`src/rtl/fetcher.sv`:
```
// Instruction fetch stage: one outstanding bus request, single-entry instruction buffer, IF/ID register.
// Redirects in flight drain the uncancellable bus request (FLUSH) before refetching from the target.
package fetcher_pkg;
    typedef struct packed {
        logic        valid;
        logic [63:0] pc;
        logic [63:0] pcPlus4;
        logic [31:0] instr;
        logic [63:0] instrAddr;
    } REG_IF_ID;
endpackage

module fetcher
    import fetcher_pkg::*;
#(
    parameter logic [63:0] RESET_PC = 64'h8000_0000
) (
    input  logic        clk,
    input  logic        rst,
    output logic        ireq_valid,
    output logic [63:0] ireq_addr,
    input  logic        iresp_data_ok,
    input  logic [31:0] iresp_data,
    input  logic        lwHold,
    input  logic        JumpEn,
    input  logic [63:0] jumpAddr,
    output logic        ok_to_proceed,
    input  logic        ok_to_proceed_overall,
    output REG_IF_ID    moduleOut
);

    typedef enum logic [1:0] {IDLE, REQ, DONE, FLUSH} state_t;

    state_t      state_q, state_d;
    logic [63:0] pc_q, pc_d;
    logic [63:0] req_addr_q, req_addr_d;
    logic [31:0] instr_buf_q, instr_buf_d;
    REG_IF_ID    out_q, out_d;

    logic redirect;
    logic issue;

    always_comb begin
        redirect    = JumpEn & ok_to_proceed_overall;
        issue       = (state_q == DONE) & ok_to_proceed_overall & ~lwHold & ~JumpEn;
        state_d     = state_q;
        pc_d        = pc_q;
        req_addr_d  = req_addr_q;
        instr_buf_d = instr_buf_q;
        out_d       = out_q;

        if (redirect) begin
            pc_d = jumpAddr;
        end else if (issue) begin
            pc_d = pc_q + 64'd4;
        end

        // Every entry into REQ fetches from the pc value taking effect this cycle.
        case (state_q)
            IDLE: begin
                state_d    = REQ;
                req_addr_d = pc_d;
            end
            REQ: begin
                if (iresp_data_ok && !redirect) begin
                    instr_buf_d = iresp_data;
                    state_d     = DONE;
                end else if (iresp_data_ok) begin
                    state_d    = REQ;
                    req_addr_d = pc_d;
                end else if (redirect) begin
                    state_d = FLUSH;
                end
            end
            FLUSH: begin
                if (iresp_data_ok) begin
                    state_d    = REQ;
                    req_addr_d = pc_d;
                end
            end
            DONE: begin
                if (redirect || issue) begin
                    state_d    = REQ;
                    req_addr_d = pc_d;
                end
            end
            default: begin
                state_d = IDLE;
            end
        endcase

        if (ok_to_proceed_overall) begin
            out_d.valid     = issue;
            out_d.pc        = pc_q;
            out_d.instrAddr = pc_q;
            out_d.pcPlus4   = pc_q + 64'd4;
            out_d.instr     = instr_buf_q;
        end
    end

    always_ff @(posedge clk or posedge rst) begin
        if (rst) begin
            state_q     <= IDLE;
            pc_q        <= RESET_PC;
            req_addr_q  <= RESET_PC;
            instr_buf_q <= '0;
            out_q       <= '0;
        end else begin
            state_q     <= state_d;
            pc_q        <= pc_d;
            req_addr_q  <= req_addr_d;
            instr_buf_q <= instr_buf_d;
            out_q       <= out_d;
        end
    end

    assign ireq_valid    = (state_q == REQ) || (state_q == FLUSH);
    assign ireq_addr     = req_addr_q;
    // Holding or redirecting decode must not be blocked by fetch, else the pipeline deadlocks.
    assign ok_to_proceed = (state_q == DONE) | lwHold | JumpEn;
    assign moduleOut     = out_q;

endmodule

```
`config.mk`:
```
export PLATFORM = sky130hd
export DESIGN_NAME = fetcher
export DESIGN_NICKNAME = d
export VERILOG_FILES = /design/src/rtl/fetcher.sv
export SDC_FILE = /design/constraint.sdc
export NUM_CORES = 1
export LEC_CHECK = 0
export CORE_UTILIZATION = 40
export CTS_CLUSTER_SIZE = 16
export DETAILED_ROUTE_END_ITERATION = 7
export PLACE_DENSITY = 0.72
export SYNTH_ARGS = -nofsm -noshare
export SYNTH_HDL_FRONTEND = slang
export SYNTH_SLANG_ARGS = --single-unit
```
`constraint.sdc`:
```
create_clock -name clk -period 26.1 [get_ports clk]
set_input_delay 3.915 -clock clk [delete_from_list [all_inputs] [get_ports clk]]
set_output_delay 3.915 -clock clk [all_outputs]
set_load 0.01 [all_outputs]
```
==> results.sh <==
export IMPL_die_area_sq_um=37800
export IMPL_vias_per_cell=5.39
export IMPL_core_sq_um=36500
export IMPL_synth_compound_area_share_pct=6.41
export IMPL_ir_drop_mv=0.0966
export IMPL_cp_slowest_cell="clkdlybuf4s50_1"
export IMPL_synth_top_family_by_area="simple AND/OR/NAND/NOR gates"
export IMPL_start_util_pct=40.5
export IMPL_setup_tns_ps=0
export IMPL_critical_path_class="in2out"
export IMPL_grtUsageTotal_pct=23.7
export IMPL_grt_overflow_total=0
export IMPL_firstDrtPassIters=5
export IMPL_io_pins=393
export IMPL_grt_max_degree=134
export IMPL_post_drt_wl_per_cell_um=21.1
export IMPL_dp_hpwl_um=31200
export IMPL_maxSlewViolCount=0
export IMPL_slew_headroom_pct=31.2
export IMPL_place_congestion=0.864
export IMPL_num_rows=70
export IMPL_timing_final_crit_period_ps=9170
export IMPL_async_flop_share_pct=100
export IMPL_critPathMaxStageDelay_ps=610
export IMPL_wl_um=44900
export IMPL_die_h_um=194
export IMPL_antenna_found_initial=5
export IMPL_setup_violations=0
export IMPL_crit_fanout=7
export IMPL_power_leakage_uw=0.00779
export IMPL_holdBufCountCts=0
export IMPL_hold_viol_final=0
export IMPL_port_buffers=392
export IMPL_yosysWarningCount=0
export IMPL_synth_cell_types=51
export IMPL_die_x_um=194
export IMPL_clk_latency_ps=520
export IMPL_fin_nets=1734
export IMPL_synth_seq_area_share_pct=54.3
export IMPL_yosys_area_share_simple_pct=13.3
export IMPL_synthAdderAreaFrac_pct=0.0846
export IMPL_stdcell_area_sq_um=19800
export IMPL_syn_nets=1454
export IMPL_areaGrowthSynthToFinish_pct=33.9
export IMPL_clockBufferDepth=3
export IMPL_h_tree_depth=2
export IMPL_crit_top_cell="clkdlybuf4s50_1"
export IMPL_maxCapViolations=0
export IMPL_start_kind="input pin"
export IMPL_synth_seq_cells=321
export IMPL_grt_pass1_wl_um=69300
export IMPL_drt_first_iter_violations=899
export IMPL_synth_flop_cell="dfrtp_1"
export IMPL_clock_sinks=321
export IMPL_worst_pin_slew_ps=1030
export IMPL_worstSetupEndpointType="primary output"
export IMPL_status="finished, final reports clean"
export IMPL_ant_nets=0
export IMPL_cts_root_buf="clkbuf_16"
export IMPL_clock_fmax_ghz=0.109
export IMPL_p_per_area_nw_per_um2=97.3
export IMPL_timing_final_ws_setup_ps=16930
export IMPL_numCtsBuffers=36
export IMPL_post_cts_buffers=0
export IMPL_min_path_type="reg2reg"
export IMPL_ctsResizeCount=0
export IMPL_synth_area_sq_um=14800
export IMPL_drive_gt1_share_pct=15.6
export IMPL_synth_edf_count=0
export IMPL_grt_pass1_vias=11500
export IMPL_vias=11500
export IMPL_synth_mux_area_share_pct=13.3
export IMPL_synth_xor_area_share_pct=6.34
export IMPL_drc=0
export IMPL_path_cells="clkdlybuf4s50_1, nor2_1, nand2_1, clkdlybuf4s50_1"
export IMPL_nFillCells=3164
export IMPL_synth_cells=1351
export IMPL_placed_area_sq_um=18500
export IMPL_cts_tree="built"
export IMPL_syn_avg_cell_area_sq_um=10.9
export IMPL_rsz0062_at_grt="false"
export IMPL_finClkSkew_ps=21.0
export IMPL_clk_pin_slew_ps=60
export IMPL_worstPathArrival_ps=5250
export IMPL_required_ps=22180
export IMPL_pre_cts_slack_ps=16930
export IMPL_finalCritPeriodShare_pct=35.1
==> path summary, 6_finish.rpt <==
path | startpoint | endpoint | slack [ps] | depth (start not counted)
max | JumpEn | ok_to_proceed | 16930 | 4
min reg2reg | ireq_addr[19]$_DFFE_PP0P_ | ireq_addr[19]$_DFFE_PP0P_ | 480 | 2
max in group asynchronous | rst | moduleOut[9]$_DFFE_PP0P_ | 20500 | 3
min | ireq_addr[19]$_DFFE_PP0P_ | ireq_addr[19]$_DFFE_PP0P_ | 480 | 2
max reg2reg | state_q[0]$_DFFE_PP0P_ | ireq_addr[56]$_DFFE_PP0P_ | 22740 | 7
min in group asynchronous | rst | moduleOut[79]$_DFFE_PP0P_ | 4000 | 2
==> power breakdown <==
part | internal (uW) | switching, uW | total [uW]
registers | 645 | 117 | 762
clock network | 337 | 209 | 546
logic | 359 | 260 | 619
==> flip-flops by register name, summed over array words and instances (netlist names) <==
name         flops
ireq_addr       64
instr_buf_q     32
state_q          2
moduleOut      159
pc_q            64
==> worst max-delay path, delay by kind of cell <==
| family | cells | cell delay (ps) |
|---|---|---|
| simple gates | 2 | 170 |
| buf+inv | 2 | 1160 |
==> metal layers <==
layer,global-route usage (%),wire length [um],vias up
li1,-,-,5156
met1,32.3,19100,5695
met2,37.1,20600,525
met3,5.85,3810,89
met4,7.70,1370,8
met5,0,52,-
==> cells in the final DEF (no fill, tap or decap), types with 11 or more instances in the layout <==
master           instances
clkdlybuf4s50_1        391
dfrtp_1                319
mux2_2                 173
nor2_1                 155
a21oi_1                 92
nand2_1                 92
xnor2_1                 62
xor2_1                  45
clkbuf_16               38
nand4_1                 37
nand3_1                 36
o21ai_0                 31
nor3_1                  27
nor4_1                  14
buf_4                   13
o22ai_1                 11
==> stage by stage <==
step | total power (uW) | std cells | util (%) | hold slack, ps
after floorplan | 1050 | 1351 | - | 455
after global placement | 1370 | 2061 | 50.7 | 463
after detailed placement | 1390 | 2061 | 50.7 | 467
after CTS | 1950 | 2126 | 54.2 | 489
after global routing | 2020 | 2126 | 54.2 | 507
final | 1930 | 2127 | 54.2 | 483
==> logic make-up (layout without fill, tap and decap cells) <==
| family | count (synthesis) | after routing |
|---|---|---|
| flip-flops | 321 | 321 |
| adder cells (fa/ha/maj) | 1 | 1 |
| AO/OA/AOI/OAI | 167 | 167 |
| XOR/XNOR | 107 | 107 |
| AND/OR/NAND/NOR | 411 | 411 |
| buffers and inverters | 169 | 476 |
| multiplexers | 175 | 175 |
| other | 0 | 1 |
==> synthesized netlist by cell type, drive strengths merged (7+ instances only) <==
cell type	number	area, sq um
a21oi	92	460
and2	7	43.8
and3	8	50.1
buf	95	638
clkbuf	68	258
dfrtp	319	7980
mux2	173	1950
nand2	93	349
nand3	38	215
nand4	39	256
nor2	156	586
nor3	27	135
nor4	16	130
o21ai	32	160
o22ai	11	68.8
xnor2	62	543
xor2	45	394
==> cell type report <==
cell class | instances | area, sq um | share of cell area (%)
clock inverters | 11 | 194 | 0.979
clock buffers | 54 | 1080 | 5.46
repair buffers | 405 | 4030 | 20.3
well taps | 468 | 586 | 2.96
multi-input cells | 861 | 5850 | 29.5
flip-flops and latches | 321 | 8040 | 40.6
inverters | 6 | 30.0 | 0.152
diodes | 1 | 2.50 | 0.0126
Note: power is estimated with default switching activity, not from simulation.
